[config.mk]
export PLATFORM = sky130hd
export DESIGN_NAME = priority_arb_seq
export DESIGN_NICKNAME = d
export VERILOG_FILES = /design/src/rtl/priority_arb_seq.sv
export SDC_FILE = /design/constraint.sdc
export NUM_CORES = 1
export LEC_CHECK = 0
export ABC_AREA = 1
export CELL_PAD_IN_SITES_DETAIL_PLACEMENT = 1
export CELL_PAD_IN_SITES_GLOBAL_PLACEMENT = 1
export CORE_UTILIZATION = 35
export DETAILED_ROUTE_END_ITERATION = 8
export PLACE_DENSITY_LB_ADDON = 0.1
export SYNTH_ARGS = -nofsm -noshare
export SYNTH_HDL_FRONTEND = slang
export SYNTH_SLANG_ARGS = --single-unit
[constraint.sdc]
create_clock -name clk -period 2.32 [get_ports clk]
set_input_delay 0.464 -clock clk [delete_from_list [all_inputs] [get_ports clk]]
set_output_delay 0.464 -clock clk [all_outputs]
set_load 0.02 [all_outputs]
[src/rtl/priority_arb_seq.sv]
// Registered N-channel priority arbiter: fixed (highest index wins) or round-robin,
// grant held until ack. Optional grant_onehot output enabled by PRIO_ARB_ONEHOT_EN.
module priority_arb_seq #(
  parameter int N_CH = 8
) (
  input  logic                      clk,
  input  logic                      rst_n,
  input  logic [N_CH-1:0]           req,
  input  logic                      rr_mode,
  input  logic                      ack,
  output logic [$clog2(N_CH)-1:0]   grant_idx,
  output logic                      grant_valid,
  output logic [7:0]                busy_cnt
`ifdef PRIO_ARB_ONEHOT_EN
  ,
  output logic [N_CH-1:0]           grant_onehot
`endif
);

  localparam int IDX_W = $clog2(N_CH);

  // Handshake: grant_valid/grant_idx are held stable until ack is seen while
  // grant_valid=1; ack with grant_valid=0 is ignored; a grant is never revoked.
  typedef enum logic {IDLE, GRANT} state_t;

  state_t             state, state_nxt;
  logic [IDX_W-1:0]   last_idx, last_nxt;
  logic [IDX_W-1:0]   idx_nxt;
  logic               valid_nxt;
  logic [7:0]         busy_nxt;
  logic [IDX_W-1:0]   base, start;
  logic [IDX_W-1:0]   win_all, win_lo, winner;
  logic               found_lo;

  // On an ack cycle the search is based on the grant being retired right now.
  always_comb begin
    base = (state == GRANT && ack) ? grant_idx : last_idx;
    if (!rr_mode || base == '0) start = IDX_W'(N_CH - 1);
    else                        start = base - 1'b1;
  end

  // Descending search from start with wrap: the highest set bit at or below
  // start wins; failing that, the highest set bit above start.
  always_comb begin
    win_all  = '0;
    win_lo   = '0;
    found_lo = 1'b0;
    for (int k = 0; k < N_CH; k++) begin
      if (req[k]) begin
        win_all = IDX_W'(k);
        if (k <= int'(start)) begin
          win_lo   = IDX_W'(k);
          found_lo = 1'b1;
        end
      end
    end
    winner = found_lo ? win_lo : win_all;
  end

  always_comb begin
    state_nxt = state;
    idx_nxt   = grant_idx;
    valid_nxt = grant_valid;
    busy_nxt  = busy_cnt;
    last_nxt  = last_idx;
    case (state)
      IDLE: begin
        busy_nxt  = 8'd0;
        valid_nxt = 1'b0;
        if (|req) begin
          idx_nxt   = winner;
          valid_nxt = 1'b1;
          state_nxt = GRANT;
        end
      end
      GRANT: begin
        if (ack) begin
          last_nxt = grant_idx;
          busy_nxt = 8'd0;
          if (|req) begin
            idx_nxt   = winner;
            valid_nxt = 1'b1;
          end else begin
            valid_nxt = 1'b0;
            state_nxt = IDLE;
          end
        end else begin
          busy_nxt = (busy_cnt == 8'hFF) ? busy_cnt : busy_cnt + 8'd1;
        end
      end
      default: begin
        state_nxt = IDLE;
        valid_nxt = 1'b0;
        busy_nxt  = 8'd0;
      end
    endcase
  end

  always_ff @(posedge clk or negedge rst_n) begin
    if (!rst_n) begin
      state       <= IDLE;
      grant_idx   <= '0;
      grant_valid <= 1'b0;
      busy_cnt    <= 8'd0;
      last_idx    <= '0;
    end else begin
      state       <= state_nxt;
      grant_idx   <= idx_nxt;
      grant_valid <= valid_nxt;
      busy_cnt    <= busy_nxt;
      last_idx    <= last_nxt;
    end
  end

`ifdef PRIO_ARB_ONEHOT_EN
  logic [N_CH-1:0] onehot_nxt;

  always_comb begin
    onehot_nxt = '0;
    if (valid_nxt) onehot_nxt = N_CH'(1) << idx_nxt;
  end

  always_ff @(posedge clk or negedge rst_n) begin
    if (!rst_n) grant_onehot <= '0;
    else        grant_onehot <= onehot_nxt;
  end
`endif

endmodule

==> results.md <==
- CP Launch Point: ack
- F_max: between 400 and 500 MHz
- CP endpoint: grant_idx[0]
- Clk_skew: a little under 0.008 ns
- Final period util: 95.67%
- Number of CTS-inserted buffers: 3
- Share of the synthesized area in the top cell type: a little under two fifths
- Via count: just over 1000
- First-pass GRT wire length: 4816 um
- Mapped Avg Cell Area: approximately 7.4 um2
- Critical Path Source Type: input port
- # DRC: 1
- Antenna violations before repair: 0
- Post-CTS Setup Repair Bufs: 0
- Routability cong.: between 0.7 and 0.8
- Root buffer cell: clkbuf_4
- Worst slew pin tran: approximately 0.73 ns
- Post-Route WL: around 2800 um
- Fin. max-slew vios: 0
- R2R depth: 18
- WHS: around 0.54 ns
- Filler instances: between 300 and 400
- Mapped Nets: between 150 and 200
- Min Tclk post-route: approximately 2.2 ns
- Setup crit end kind: flip-flop
- Setup CP Type: in2reg
- Yosys top cell by area: dfrtp_1
- Pin count of the biggest net entering global routing: 17
- Layout Area Growth over Synthesis: 33.45%
- Sequential share of the synthesized area: roughly 37%
- Yosys warns: 0
- Synth top area cells: dfrtp_1, nand2_1, inv_1
- Initial cell density of the core: 38.21%
- Cell Area, Synth: 1081 um2
- Total track usage: 19.44%
- Maximum VDD drop: between 0.0004 and 0.0005 V
- Total power: between 0.9 and 1 mW
- Post-synthesis cell count: between 100 and 150
- CORE AREA: 2829 um2
- Number of H-tree levels: 1
- Number of vias per cell: 4.871
- Max_slew headroom: approximately half
- Min-delay src: grant_valid
- Endpoints failing setup: 0
- Leakage: roughly 0.67 nW
- Critical path fanouts, max: 5
- Nets: approximately 200
- Worst-path clk slew: 0.09 ns
- Outcome: finished, violations left
- Layout cells sized above 1: 22.35%
- Vias in the first global route: 1106
- Die area: 3315 um2
- Die Y: 57.58 um
- Max-cap violations: 0
- HPWL Detailed: approximately 2300 um
- Hold-fix buffers at CTS: 0
- Iteration count of the initial detailed-routing pass: 5
- Worst Path Arrival: 2.40 ns
- Worst skew pair latency: approximately 0.29 ns
- WL per Instance: around 13 um
- Post-DRT Antenna Nets: 0
- PwrDens: around 650 nW/um2
- Worst R2R Setup Slack: approximately 0.14 ns
- Clk buf depth: 2
- Global route overflow: 0
- Req. time, crit path: about 2.5 ns
- Netlist cell types: 24
- Seq cells post-synth: 16
- Final Hold Vio Count: 0
- FF-to-FF Start: state
- Ports: 24
- Antenna fix cells: 0
- Violated checks: DRC
- CTS Sinks: 16
- Row Count: 19
- Port bufs: 23
- Worst Hold Class: reg2reg
- Die Width: ~58 um
- Initial drt markers: 19
- CTS tree: done
- Worst R2R End: grant_idx[0]
state kept, by name, indices dropped and copies added (netlist names):
name / cells
state: 1
grant_valid: 1
last_idx: 3
busy_cnt: 8
grant_idx: 3
critical path: stages:
cell           delay [ns]
dlygate4sd2_1        0.27
nand2_2              0.11
nand2_1              0.07
o21ai_0              0.12
ha_1                 0.26
ha_4                 0.17
inv_2                0.07
nand2_2              0.08
nor2_4               0.14
inv_2                0.06
nand3_1              0.11
nand2_2              0.09
nor2_4               0.11
nand3_1              0.08
nand2_1              0.06
inv_1                0.04
nand2_1              0.05
nand2_1              0.04
cells in the mapped netlist (all sizes together):
cell type / number
nand2: 42
clkinv: 1
nor4: 1
nor3: 2
a31oi: 1
a21oi: 11
nor2: 13
nand4: 2
ha: 3
dfrtp: 16
a22oi: 1
o21ai: 9
xor2: 1
a311oi: 1
nand3: 13
inv: 29
layout by cell type (no fill, tap or decap), types with 2 or more instances in the layout:
master           Yosys  routed
inv_2                6       6
dfrtp_1             16      16
nand2_2             10      10
clkbuf_4             0       3
ha_1                 3       2
nand4_1              2       2
nor3_1               2       2
nand3_1              7       7
nor2_1               8       8
inv_1               23      23
nor2_4               4       4
o21ai_0              8       8
nand2_1             31      31
buf_4                0       6
nand3_2              6       6
clkdlybuf4s50_1      0      22
a21oi_1             10      10
logic make-up (layout without fill, tap and decap cells):
family | count (synthesis) | in the layout | synth area share [%]
AND/OR/NAND/NOR | 73 | 73 | 36.57
flip-flops | 16 | 16 | 37.04
XOR/XNOR | 1 | 1 | 0.8103
AO/OA/AOI/OAI | 23 | 23 | 11.69
buffers and inverters | 30 | 63 | 10.42
adder cells (fa/ha/maj) | 3 | 3 | 3.473
through the flow:
| stage | instance area, um2 | utilization, % | setup WS [ns] | TNS, ns | instances |
|---|---|---|---|---|---|
| after global routing | 1443 | 51.00 | -0.01680 | -0.02284 | 210 |
| after global placement | 1395 | 49.31 | -0.3763 | -0.9647 | 206 |
| final | 1443 | 51.00 | 0.1005 | 0 | 210 |
| after floorplan | 1081 | - | 0.2330 | 0 | 146 |
| after detailed placement | 1395 | 49.31 | -0.4785 | -1.280 | 206 |
| after CTS | 1430 | 50.55 | 0.09634 | 0 | 210 |
timing repair:
action                                  CTS  global route
endpoints found under the setup margin    3             2
pin swaps                                 0             3
resized for setup                         1             1
cloned                                    0             0
cell type report:
class,count,area [um2],share of cell area [%]
clock buffers,4,36.28,2.515
inverters,30,112.6,7.806
multi-input cells,100,580.6,40.24
flip-flops and latches,16,400.4,27.75
well taps,31,38.79,2.689
repair buffers,29,274.0,18.99
worst min path at each step:
stage	endpoint	slack, ns	cells past startpoint
finish	grant_valid	0.54	2
global placement	grant_valid	0.47	2
global route	grant_valid	0.57	2
floorplan	busy_cnt[0]	0.17	0
detailed placement	grant_valid	0.51	2
CTS	grant_valid	0.54	2
per-layer routing:
| layer | up-vias | wire, um | track usage (%) |
|---|---|---|---|
| li1 | 532 | - | - |
| met3 | 4 | 92 | 5.896 |
| met5 | - | 0 | 0 |
| met1 | 470 | 1343 | 23.82 |
| met2 | 17 | 1350 | 33.22 |
| met4 | 0 | 29 | 4.878 |
power breakdown:
group	total [mW]	internal, mW	switching (mW)
Clock	0.182	0.0956	0.0869
Sequential	0.339	0.312	0.0271
Combinational	0.423	0.185	0.238
(Power assumes the default switching activity.)
